**src/rtl/ctrl_pipe_if.sv**
```systemverilog
// Control-pipe bus: D-stage opcode/hazard controls in, decoded D/E/M/W control out.
interface ctrl_pipe_if #(
    parameter int unsigned OP_W = 6
);
    logic [OP_W-1:0] op_d;
    logic            valid_d;
    logic            stall_e;
    logic            flush_e;
    logic            flush_m;

    logic branch_d;
    logic bne_d;
    logic jump_d;
    logic ri_d;

    logic regwrite_e;
    logic regdst_e;
    logic alusrc_e;
    logic memtoreg_e;
    logic link_e;
    logic valid_e;

    logic regwrite_m;
    logic memwrite_m;
    logic memtoreg_m;
    logic link_m;
    logic valid_m;

    logic regwrite_w;
    logic memtoreg_w;
    logic link_w;
    logic valid_w;

    modport master (
        output op_d, valid_d, stall_e, flush_e, flush_m,
        input  branch_d, bne_d, jump_d, ri_d,
        input  regwrite_e, regdst_e, alusrc_e, memtoreg_e, link_e, valid_e,
        input  regwrite_m, memwrite_m, memtoreg_m, link_m, valid_m,
        input  regwrite_w, memtoreg_w, link_w, valid_w
    );

    modport slave (
        input  op_d, valid_d, stall_e, flush_e, flush_m,
        output branch_d, bne_d, jump_d, ri_d,
        output regwrite_e, regdst_e, alusrc_e, memtoreg_e, link_e, valid_e,
        output regwrite_m, memwrite_m, memtoreg_m, link_m, valid_m,
        output regwrite_w, memtoreg_w, link_w, valid_w
    );
endinterface

```
**src/rtl/ctrl_pipe.sv**
```systemverilog
// Main decoder for the D stage plus E/M/W control pipeline registers with
// hazard-unit stall/flush handling and optional extended ISA decode.
module ctrl_pipe #(
    parameter bit          EXT_ISA = 1'b1,
    parameter int unsigned OP_W    = 6
) (
    input logic         clk,
    input logic         rst,
    ctrl_pipe_if.slave  bus
);

    typedef enum logic [5:0] {
        OP_RTYPE = 6'b000000,
        OP_J     = 6'b000010,
        OP_JAL   = 6'b000011,
        OP_BEQ   = 6'b000100,
        OP_BNE   = 6'b000101,
        OP_ADDI  = 6'b001000,
        OP_SLTI  = 6'b001010,
        OP_ANDI  = 6'b001100,
        OP_ORI   = 6'b001101,
        OP_XORI  = 6'b001110,
        OP_LUI   = 6'b001111,
        OP_LW    = 6'b100011,
        OP_SW    = 6'b101011
    } opcode_t;

    typedef struct packed {
        logic regwrite;
        logic regdst;
        logic alusrc;
        logic branch;
        logic bne;
        logic memwrite;
        logic memtoreg;
        logic jump;
        logic link;
    } dec_t;

    typedef struct packed {
        logic regwrite;
        logic regdst;
        logic alusrc;
        logic memwrite;
        logic memtoreg;
        logic link;
        logic valid;
    } e_t;

    typedef struct packed {
        logic regwrite;
        logic memwrite;
        logic memtoreg;
        logic link;
        logic valid;
    } m_t;

    typedef struct packed {
        logic regwrite;
        logic memtoreg;
        logic link;
        logic valid;
    } w_t;

    dec_t dec;
    logic ri;
    e_t   e_q, e_d;
    m_t   m_q, m_d;
    w_t   w_q, w_d;

    // Raw opcode decode; invalid D slots and reserved opcodes both yield an all-zero word.
    always_comb begin
        dec = '0;
        ri  = 1'b0;
        case (op_d_6())
            OP_RTYPE: begin
                dec.regwrite = 1'b1;
                dec.regdst   = 1'b1;
            end
            OP_LW: begin
                dec.regwrite = 1'b1;
                dec.alusrc   = 1'b1;
                dec.memtoreg = 1'b1;
            end
            OP_SW: begin
                dec.alusrc   = 1'b1;
                dec.memwrite = 1'b1;
            end
            OP_BEQ: dec.branch = 1'b1;
            OP_ADDI, OP_ANDI, OP_ORI, OP_XORI, OP_LUI: begin
                dec.regwrite = 1'b1;
                dec.alusrc   = 1'b1;
            end
            OP_J: dec.jump = 1'b1;
            OP_BNE: begin
                if (EXT_ISA) begin
                    dec.branch = 1'b1;
                    dec.bne    = 1'b1;
                end else begin
                    ri = 1'b1;
                end
            end
            OP_JAL: begin
                if (EXT_ISA) begin
                    dec.jump     = 1'b1;
                    dec.regwrite = 1'b1;
                    dec.link     = 1'b1;
                end else begin
                    ri = 1'b1;
                end
            end
            OP_SLTI: begin
                if (EXT_ISA) begin
                    dec.regwrite = 1'b1;
                    dec.alusrc   = 1'b1;
                end else begin
                    ri = 1'b1;
                end
            end
            default: ri = 1'b1;
        endcase
        if (!bus.valid_d || ri) begin
            dec = '0;
        end
        if (!bus.valid_d) begin
            ri = 1'b0;
        end
    end

    function automatic logic [5:0] op_d_6();
        return 6'(bus.op_d);
    endfunction

    assign bus.branch_d = dec.branch;
    assign bus.bne_d    = dec.bne;
    assign bus.jump_d   = dec.jump;
    assign bus.ri_d     = ri;

    always_comb begin
        e_d = e_q;
        if (bus.flush_e) begin
            e_d = '0;
        end else if (!bus.stall_e) begin
            e_d.regwrite = dec.regwrite;
            e_d.regdst   = dec.regdst;
            e_d.alusrc   = dec.alusrc;
            e_d.memwrite = dec.memwrite;
            e_d.memtoreg = dec.memtoreg;
            e_d.link     = dec.link;
            e_d.valid    = bus.valid_d & ~ri;
        end
    end

    // A stall holds E, so M must take a bubble or the held instruction would issue twice.
    always_comb begin
        m_d = '0;
        if (!bus.flush_m && !bus.stall_e) begin
            m_d.regwrite = e_q.regwrite;
            m_d.memwrite = e_q.memwrite;
            m_d.memtoreg = e_q.memtoreg;
            m_d.link     = e_q.link;
            m_d.valid    = e_q.valid;
        end
    end

    always_comb begin
        w_d          = '0;
        w_d.regwrite = m_q.regwrite;
        w_d.memtoreg = m_q.memtoreg;
        w_d.link     = m_q.link;
        w_d.valid    = m_q.valid;
    end

    always_ff @(posedge clk) begin
        if (rst) begin
            e_q <= '0;
            m_q <= '0;
            w_q <= '0;
        end else begin
            e_q <= e_d;
            m_q <= m_d;
            w_q <= w_d;
        end
    end

    assign bus.regwrite_e = e_q.regwrite;
    assign bus.regdst_e   = e_q.regdst;
    assign bus.alusrc_e   = e_q.alusrc;
    assign bus.memtoreg_e = e_q.memtoreg;
    assign bus.link_e     = e_q.link;
    assign bus.valid_e    = e_q.valid;

    assign bus.regwrite_m = m_q.regwrite;
    assign bus.memwrite_m = m_q.memwrite;
    assign bus.memtoreg_m = m_q.memtoreg;
    assign bus.link_m     = m_q.link;
    assign bus.valid_m    = m_q.valid;

    assign bus.regwrite_w = w_q.regwrite;
    assign bus.memtoreg_w = w_q.memtoreg;
    assign bus.link_w     = w_q.link;
    assign bus.valid_w    = w_q.valid;

endmodule

```
**src/flat_wrapper.sv**
```systemverilog
// flat-port wrapper written by rule: the top's interface ports become plain ports
module ctrl_pipe_flat 
#(
    parameter bit          EXT_ISA = 1'b1,
    parameter int unsigned OP_W    = 6
)
  (clk, rst, bus_op_d, bus_valid_d, bus_stall_e, bus_flush_e, bus_flush_m, bus_branch_d, bus_bne_d, bus_jump_d, bus_ri_d, bus_regwrite_e, bus_regdst_e, bus_alusrc_e, bus_memtoreg_e, bus_link_e, bus_valid_e, bus_regwrite_m, bus_memwrite_m, bus_memtoreg_m, bus_link_m, bus_valid_m, bus_regwrite_w, bus_memtoreg_w, bus_link_w, bus_valid_w);
  ctrl_pipe_if #(.OP_W(OP_W)) bus_i ();
  input logic clk;
  input logic rst;
  input wire logic [$bits(bus_i.op_d)-1:0] bus_op_d;
  input wire logic [$bits(bus_i.valid_d)-1:0] bus_valid_d;
  input wire logic [$bits(bus_i.stall_e)-1:0] bus_stall_e;
  input wire logic [$bits(bus_i.flush_e)-1:0] bus_flush_e;
  input wire logic [$bits(bus_i.flush_m)-1:0] bus_flush_m;
  output wire logic [$bits(bus_i.branch_d)-1:0] bus_branch_d;
  output wire logic [$bits(bus_i.bne_d)-1:0] bus_bne_d;
  output wire logic [$bits(bus_i.jump_d)-1:0] bus_jump_d;
  output wire logic [$bits(bus_i.ri_d)-1:0] bus_ri_d;
  output wire logic [$bits(bus_i.regwrite_e)-1:0] bus_regwrite_e;
  output wire logic [$bits(bus_i.regdst_e)-1:0] bus_regdst_e;
  output wire logic [$bits(bus_i.alusrc_e)-1:0] bus_alusrc_e;
  output wire logic [$bits(bus_i.memtoreg_e)-1:0] bus_memtoreg_e;
  output wire logic [$bits(bus_i.link_e)-1:0] bus_link_e;
  output wire logic [$bits(bus_i.valid_e)-1:0] bus_valid_e;
  output wire logic [$bits(bus_i.regwrite_m)-1:0] bus_regwrite_m;
  output wire logic [$bits(bus_i.memwrite_m)-1:0] bus_memwrite_m;
  output wire logic [$bits(bus_i.memtoreg_m)-1:0] bus_memtoreg_m;
  output wire logic [$bits(bus_i.link_m)-1:0] bus_link_m;
  output wire logic [$bits(bus_i.valid_m)-1:0] bus_valid_m;
  output wire logic [$bits(bus_i.regwrite_w)-1:0] bus_regwrite_w;
  output wire logic [$bits(bus_i.memtoreg_w)-1:0] bus_memtoreg_w;
  output wire logic [$bits(bus_i.link_w)-1:0] bus_link_w;
  output wire logic [$bits(bus_i.valid_w)-1:0] bus_valid_w;
  assign bus_i.op_d = bus_op_d;
  assign bus_i.valid_d = bus_valid_d;
  assign bus_i.stall_e = bus_stall_e;
  assign bus_i.flush_e = bus_flush_e;
  assign bus_i.flush_m = bus_flush_m;
  assign bus_branch_d = bus_i.branch_d;
  assign bus_bne_d = bus_i.bne_d;
  assign bus_jump_d = bus_i.jump_d;
  assign bus_ri_d = bus_i.ri_d;
  assign bus_regwrite_e = bus_i.regwrite_e;
  assign bus_regdst_e = bus_i.regdst_e;
  assign bus_alusrc_e = bus_i.alusrc_e;
  assign bus_memtoreg_e = bus_i.memtoreg_e;
  assign bus_link_e = bus_i.link_e;
  assign bus_valid_e = bus_i.valid_e;
  assign bus_regwrite_m = bus_i.regwrite_m;
  assign bus_memwrite_m = bus_i.memwrite_m;
  assign bus_memtoreg_m = bus_i.memtoreg_m;
  assign bus_link_m = bus_i.link_m;
  assign bus_valid_m = bus_i.valid_m;
  assign bus_regwrite_w = bus_i.regwrite_w;
  assign bus_memtoreg_w = bus_i.memtoreg_w;
  assign bus_link_w = bus_i.link_w;
  assign bus_valid_w = bus_i.valid_w;
  ctrl_pipe #(.EXT_ISA(EXT_ISA), .OP_W(OP_W)) u_core (.clk(clk), .rst(rst), .bus(bus_i));
endmodule
```
**config.mk**
```make
export PLATFORM = sky130hd
export DESIGN_NAME = ctrl_pipe_flat
export DESIGN_NICKNAME = d
export VERILOG_FILES = /design/src/rtl/ctrl_pipe_if.sv /design/src/rtl/ctrl_pipe.sv /design/src/flat_wrapper.sv
export SDC_FILE = /design/constraint.sdc
export NUM_CORES = 1
export LEC_CHECK = 0
export ABC_AREA = 1
export CORE_AREA = 2 2 56 42
export DETAILED_ROUTE_END_ITERATION = 16
export DIE_AREA = 0 0 58 44
export PLACE_DENSITY_LB_ADDON = 0.08
export SYNTH_ARGS = -nofsm -noshare
export SYNTH_HDL_FRONTEND = slang
export SYNTH_SLANG_ARGS = --single-unit
```
**constraint.sdc**
```tcl
create_clock -name clk -period 2.1 [get_ports clk]
set_input_delay 0.63 -clock clk [delete_from_list [all_inputs] [get_ports clk]]
set_output_delay 0.63 -clock clk [all_outputs]
set_load 0.05 [all_outputs]
```
-- After elaboration in Yosys (flattened, before gate mapping)
Cells that the tools add are included.
- word-level logic and storage cells: 56
- register bits: 16
- equal/unequal tests: 12
- bitwise logic cells: 3
- muxes and demuxes: 12
- reduce and logical (&&, ||, !) cells: 13
- operator list (kind ; count):
    == test 6 x 4 -> 1 bit (second input constant) ; 6
    OR reduction 13 bit ; 1
    == test 6 x 2 -> 1 bit (second input constant) ; 2
    == test 6 x 3 -> 1 bit (second input constant) ; 2
    == test 6 bit (second input constant) ; 2
    2-to-1 mux 1 bit ; 11
    2-to-1 mux 9 bit ; 1
    OR reduction 9 bit ; 1
    OR reduction 2 bit ; 4
    OR reduction 8 bit ; 1
    logical NOT 6 bit ; 1
    logical NOT 1 bit ; 3
    NOT 1 bit ; 2
    bitwise AND 1 bit ; 1
    logical AND 1 bit ; 1
    logical OR 1 bit ; 1

-- Logic depth before layout (Yosys ltp)
Gate-level depths: netlist of the first run.
- depth after elaboration: 6
- mapped depth: 8
- mapped depth without buffers: 8

-- Least setup slack after synthesis of the first run
OpenSTA, ideal clock, no wires.
- path kind: input to output
- start point: input bus_op_d[2]
- end point: output bus_branch_d
- path slack: -381 ps
- path buffers: 0
- arrival time: 1851 ps
- stages: 7
- path through: nor2_2 -> nand3_2 -> nand2_1 -> nor2_2 -> nand2_4 -> nand2_2 -> nor2_1
- longest elaborated chain between the ends: 5
- elaborated cells on any way between the ends: 19
- classes of those cells: eq/ne: 12; mux: 3; reduce/logical: 4
- ends and longest elaborated chain (what ; line ; text):
    start: declaration ; flat_wrapper.sv:11 ; input wire logic [$bits(bus_i.op_d)-1:0] bus_op_d;
    == test 6 bit, or another cell as far along ; ctrl_pipe.sv:75 ; case (op_d_6())
    OR reduction 13 bit (no line) ; - ;
    2-to-1 mux 1 bit ; - ;
    logical OR 1 bit ; ctrl_pipe.sv:122 ; if (!bus.valid_d || ri) begin
    2-to-1 mux 9 bit * ; ctrl_pipe.sv:122 ;
    end: declaration ; flat_wrapper.sv:16 ; output wire logic [$bits(bus_i.branch_d)-1:0] bus_branch_d;
Every way passes the cells marked *; elsewhere a longest branch is shown, timed or not.

-- Worst setup path in the final report of the first run
- start point: input bus_op_d[5]
- end point: output bus_bne_d
- longest elaborated chain between the ends: 5
- elaborated cells on any way between the ends: 18
- classes of those cells: eq/ne: 12; mux: 3; reduce/logical: 3
- ends and longest elaborated chain (what ; line ; text):
    == test 6 bit, or another cell as far along ; ctrl_pipe.sv:75 ;
    OR reduction 13 bit (no line) ; - ;
    2-to-1 mux 1 bit ; - ;
    logical OR 1 bit ; ctrl_pipe.sv:122 ;
    2-to-1 mux 9 bit * ; ctrl_pipe.sv:122 ;
    end: declaration ; flat_wrapper.sv:17 ; output wire logic [$bits(bus_i.bne_d)-1:0] bus_bne_d;
Marked as above.

==> results of run 1 <==
cell usage in the layout (no fill, tap or decap):
cell             instances
nor4_1                   1
nand3_4                  2
nand2_4                  3
inv_4                    1
buf_4                   32
dfxtp_1                 16
buf_8                    2
nand3_1                  6
or2_2                    1
nor3_4                   2
inv_2                    4
a21oi_1                  7
inv_1                   18
dlymetal6s2s_1           3
nor2_4                   6
buf_12                   5
nand2_2                  4
buf_6                    4
nand2_1                 14
nor2_2                   3
clkdlybuf4s50_1         11
nor2_1                  17
clkbuf_4                 3
nand3_2                  6
nand4_1                  6
buf_2                    2
cell families after synthesis:
kind of cell,count (synthesis),synth area share
compound gates,7,0.0429
simple gates,71,0.434
buf+inv,26,0.130
flops,16,0.393
how the worst min path moves through the flow:
stage | endpoint | depth (start not counted) | slack [ns]
after global placement | u_core.bus.regwrite_w$_SDFF_PP0_ | 2 | 0.41
final | u_core.bus.link_w$_SDFF_PP0_ | 2 | 0.42
after CTS | u_core.bus.link_w$_SDFF_PP0_ | 2 | 0.42
after global routing | u_core.bus.memtoreg_w$_SDFF_PP0_ | 2 | 0.45
after detailed placement | u_core.bus.link_w$_SDFF_PP0_ | 2 | 0.41
after floorplan | u_core.bus.memwrite_m$_SDFF_PP0_ | 2 | 0.41
routing by layer:
| metal | vias up | track usage | part of all wire |
|---|---|---|---|
| li1 | 495 | - | - |
| met1 | 470 | 0.311 | 0.45 |
| met2 | 33 | 0.359 | 0.45 |
| met3 | 4 | 0.0746 | 0.093 |
| met4 | 0 | 0.0326 | 0.0046 |
| met5 | - | 0 | 0 |
final cells by class:
type,instances,area share
sequential,16,0.208
clock buffer,3,0.0146
multi-input combinational,78,0.328
tap,24,0.0195
timing repair buffer,59,0.372
inverter,23,0.0577
worst register-to-register path: stages, from the launching register on:
cell     delay (ns)
dfxtp_1        0.37
nand2_1        0.06
a21oi_1        0.15
timing repair:
item	4_1_cts	5_1_grt
setup buffers	15	3
endpoints found under the setup margin	4	9
gates resized for setup	46	16
pin swaps	11	8
power by group:
part	leakage, nW	internal [mW]	switching [mW]
sequential	0.129	0.303	0.000292
clock	0.0138	0.0666	0.0872
combinational	0.593	0.0765	0.0870
total	0.736	0.447	0.174
==> impl_metrics.yaml, run 1 <==
setup_path:
  crit_path_max_fanout: 8
  cp_data_required_time_ns: 1.47
  cp-end-kind: "primary output"
  timing.rr.end: "u_core.bus.link_e$_SDFFE_PP0N_"
  crit_cells: 10
  reg2reg_depth: 2
  cp.arrival_ns: 1.71
  crit_chain: "buf_8 -> nor2_4 -> buf_12 -> nand3_2 -> nand2_2 -> nor2_4 -> nand2_4 -> nand2_4 -> nor3_4 -> buf_12"
  cp_slowest_cell: "nor3_4"
  start_kind: "input pin"
  reg2reg_from: "u_core.bus.link_e$_SDFFE_PP0N_"
  crit_family: "simple AND/OR/NAND/NOR gates"
  endpoint: "bus_bne_d"
  worst-path-buf-inv: 3
  cpPeakStageDelay_ns: 0.19
  worstSetupStartpoint: "bus_op_d[5]"
  criticalPathCategory: "in2out"
  r2r_slack_ns: 1.45
synthesis:
  syn_inst: 120
  syn_area_per_cell_sq_um: 6.80
  yosysMostFrequentCell: "inv_1"
  synth.distinct_cells: 19
  ys_seq_elements: 16
  synth_area_sq_um: 816
  yosys-top-cells-count: "22 x inv_1, 21 x nor2_1, 19 x nand2_1"
  ys_seq_area_frac: 0.393
  synth_top_area_cell: "dfxtp_1"
  yosys_warnings: 0
  synth_top_area_frac: 0.393
  synth_flop_cell: "dfxtp_1"
  async_reset_ff_frac: 0
  synth_fp_nets: 132
  synth.area.top_cells: "dfxtp_1 39%, inv_1 10%, nor2_1 9.7%, nand2_1 8.7%, nand3_1 7.4%"
  synth-edff-count: 0
placed_design:
  pre_cts_ws_ns: -0.730
  routabilityCongestion: 0.989
  io_buffers: 30
  postPlaceCellArea_sq_um: 1300
  dp_hpwl_um: 1730
  post-place-cells: 186
cts:
  clk_pin_slew_ns: 0.08
  htree_levels: 1
  hold_buffers: 0
  cts_made_buffers: 3
  cts-root-buf: "clkbuf_4"
  clock-sinks: 16
  ctsLongestPathBuffers: 2
  clk_latency_ns: 0.28
  cts_tree: "done"
finish:
  area_growth_pct: 88.7
  drive_gt1_frac: 0.447
  fill_cells: 166
  finalInstanceArea_sq_um: 1540
  register_area_sq_um: 320
  nets: 193
  postLayoutCoreUtil: 0.757
  multiInputGateArea_sq_um: 504
  fin_cells: 203
  antennaDiodeCount: 0
power:
  vdd.ir_drop.worst_v: 0.000378
  power.total_uw: 621
  p_leak_nw: 0.736
  powerDensity_nw_per_um2: 404
global_route:
  grt_max_degree: 9
  grt_usage: 0.227
  grt_pass1_wl_um: 4290
  grt_overflow: 0
  antenna_found_initial: 0
  grt_pass1_vias: 926
route:
  wl_per_cell_um: 12.8
  num_vias: 1002
  drc: 0
  final_antenna_net_count: 0
  first_pass_iters: 4
  routed_wirelength_um: 2600
  detail_route.iter0.violations: 32
  viasPerCell: 4.94
status:
  outcome: "finished, violations left"
  violations: "setup timing"
floorplanning:
  row_count: 14
  io_pins: 31
  core-area_sq_um: 2030
  start_util: 0.401
  chipHeight_um: 44
  fp.dieW_um: 58
  die_area_sq_um: 2550
min_path:
  hold_start: "u_core.bus.link_m$_SDFF_PP0_"
  min_path_type: "reg2reg"
sta:
  fin_crit_ns: 2.34
  fmax_mhz: 427
  relSlewSlack: 0.661
  hold_viol: 0
  setup_violations: 4
  drv_slew: 0
  fin_tns_setup_ns: -0.808
  rsz0062_at_grt: "true"
  tightestPinTransition_ns: 0.508
  fin_skew_ns: 0.00154
  hold_slack_ns: 0.420
  period_share: 1.11
  fin_ws_ns: -0.240
flow_run:
  drv_cap: 0
Power figures use the tool's default switching activity.
==> run 2: changes to the inputs <==
Settings changed: CTS_CLUSTER_DIAMETER set to 120.
==> results of run 2 <==
Final layout, timing and power as in run 1 (identical DEF).
==> run 3: changes to the inputs <==
Settings changed: CTS_BUF_LIST set to sky130_fd_sc_hd__clkbuf_16.
==> run 3 against run 2 <==
The run still ends with setup timing left; design area grew 8.8%; wire length is 15% higher; die area unchanged; fmax fell by 2.8%; largest cell class unchanged.
==> impl_metrics.yaml, run 3 (synthesized netlist as in run 1, its figures left out) <==
floorplanning:
  chipHeight_um: 44
  die_area_sq_um: 2550
  row_count: 14
  io_pins: 31
  fp.dieW_um: 58
  start_util: 0.401
  core-area_sq_um: 2030
setup_path:
  crit_cells: 11
  reg2reg_depth: 2
  crit_path_max_fanout: 4
  cpPeakStageDelay_ns: 0.18
  cp-end-kind: "primary output"
  crit_family: "simple AND/OR/NAND/NOR gates"
  cp.arrival_ns: 1.78
  start_kind: "input pin"
  r2r_slack_ns: 1.45
  cp_slowest_cell: "nor3_4"
  timing.rr.end: "u_core.bus.link_e$_SDFFE_PP0N_"
  reg2reg_from: "u_core.bus.link_e$_SDFFE_PP0N_"
  criticalPathCategory: "in2out"
  worst-path-buf-inv: 4
  cp_data_required_time_ns: 1.47
  crit_chain: "buf_8 -> nor2_4 -> buf_12 -> buf_12 -> nand3_4 -> nand2_4 -> nor2_4 -> nand2_4 -> nand2_4 -> nor3_4 -> buf_12"
route:
  drc: 0
  first_pass_iters: 4
  routed_wirelength_um: 2990
  viasPerCell: 5.06
  wl_per_cell_um: 14.3
  num_vias: 1058
  detail_route.iter0.violations: 45
  final_antenna_net_count: 0
placed_design:
  dp_hpwl_um: 1730
  routabilityCongestion: 0.989
  io_buffers: 30
sta:
  setup_violations: 4
  drv_slew: 0
  fin_crit_ns: 2.41
  relSlewSlack: 0.662
  tightestPinTransition_ns: 0.505
  fin_ws_ns: -0.307
  fin_skew_ns: 0.00232
  hold_viol: 0
  period_share: 1.15
  fmax_mhz: 416
  rsz0062_at_grt: "true"
  hold_slack_ns: 0.416
finish:
  area_growth_pct: 105
  drive_gt1_frac: 0.470
  fill_cells: 129
  nets: 199
  final_cell_mix: "37 x buf_4, 19 x inv_1, 16 x nor2_1, 16 x dfxtp_1, 14 x clkdlybuf4s50_1"
  final_common_cell: "buf_4"
  antennaDiodeCount: 0
  postLayoutCoreUtil: 0.824
global_route:
  grt_max_degree: 9
  grt_pass1_wl_um: 4440
  antenna_found_initial: 0
  grt_pass1_vias: 938
  grt_usage: 0.239
  grt_overflow: 0
cts:
  cts_tree: "done"
  cts-root-buf: "clkbuf_16"
  htree_levels: 1
  clk_pin_slew_ns: 0.05
  clk_latency_ns: 0.25
  clock-sinks: 16
  cts_made_buffers: 3
  ctsLongestPathBuffers: 2
min_path:
  worstHoldEndpoint: "u_core.bus.valid_w$_SDFF_PP0_"
  hold_start: "u_core.bus.valid_m$_SDFF_PP0_"
  holdPathStages: 2
  min_path_type: "reg2reg"
status:
  violations: "setup timing"
  outcome: "finished, violations left"
power:
  powerDensity_nw_per_um2: 509
  p_leak_nw: 0.741
  vdd.ir_drop.worst_v: 0.000612
flow_run:
  drv_cap: 0
[run 3: cell types whose count changed in the layout (fill, tap and decap cells not counted), sizes merged]
cell	change
dlymetal6s2s	-3
clkdlybuf4s50	+3
buf	+6
[run 3: power by group]
group	internal (mW)	switching (mW)	total [mW]
logic	0.0867	0.0964	0.183
clock network	0.250	0.114	0.364
registers	0.305	0.000288	0.305
total	0.641	0.211	0.852
[run 3: layout make-up]
cell class | instances | area (sq um) | area share
multi-input cells | 78 | 537 | 0.321
inverters | 23 | 88.8 | 0.0531
clock buffers | 3 | 75.1 | 0.0448
repair buffers | 65 | 623 | 0.372
well taps | 24 | 30.0 | 0.0179
flip-flops and latches | 16 | 320 | 0.191
[run 3: worst max path at each step]
stage	slack, ns	startpoint	to
4_1_cts	-0.26	bus_op_d[4]	bus_bne_d
5_1_grt	-0.35	bus_op_d[5]	bus_bne_d
6_report	-0.31	bus_op_d[5]	bus_bne_d
3_3_place_gp	-0.68	bus_op_d[4]	bus_bne_d
2_1_floorplan	-0.18	bus_op_d[5]	bus_branch_d
3_5_place_dp	-0.73	bus_op_d[4]	bus_bne_d
[run 3: worst reg2reg max path, delay by kind of cell, from the launching register on]
family / cells / cell delay, ns
DFF: 1 / 0.35
and+or+nand+nor: 1 / 0.08
AOI/OAI and AO/OA: 1 / 0.15
[run 3: what timing repair did]
| action | CTS | global route |
|---|---|---|
| pin swaps | 11 | 14 |
| hold buffers | 0 | 0 |
| buffers inserted | 15 | 10 |
| cloned | 0 | 0 |
| resized for setup | 46 | 18 |
| setup endpoints to repair | 4 | 6 |
[run 3: through the flow]
stage | worst slack [ns] | TNS [ns] | power [mW] | cells | instance area (sq um)
after floorplan | -0.183 | -0.609 | 0.371 | 120 | 851
after global placement | -0.681 | -3.25 | 0.434 | 186 | 1300
after detailed placement | -0.730 | -3.60 | 0.436 | 186 | 1300
after CTS | -0.256 | -1.19 | 0.823 | 204 | 1540
after global routing | -0.351 | -1.30 | 0.880 | 209 | 1670
final | -0.307 | -1.11 | 0.852 | 209 | 1670
[run 3: metal layers]
| layer | routed length (um) | vias up | GRT usage |
|---|---|---|---|
| li1 | - | 510 | - |
| met1 | 1260 | 487 | 0.311 |
| met2 | 1400 | 49 | 0.389 |
| met3 | 244 | 12 | 0.0716 |
| met4 | 85 | 0 | 0.0651 |
| met5 | 0 | - | 0 |
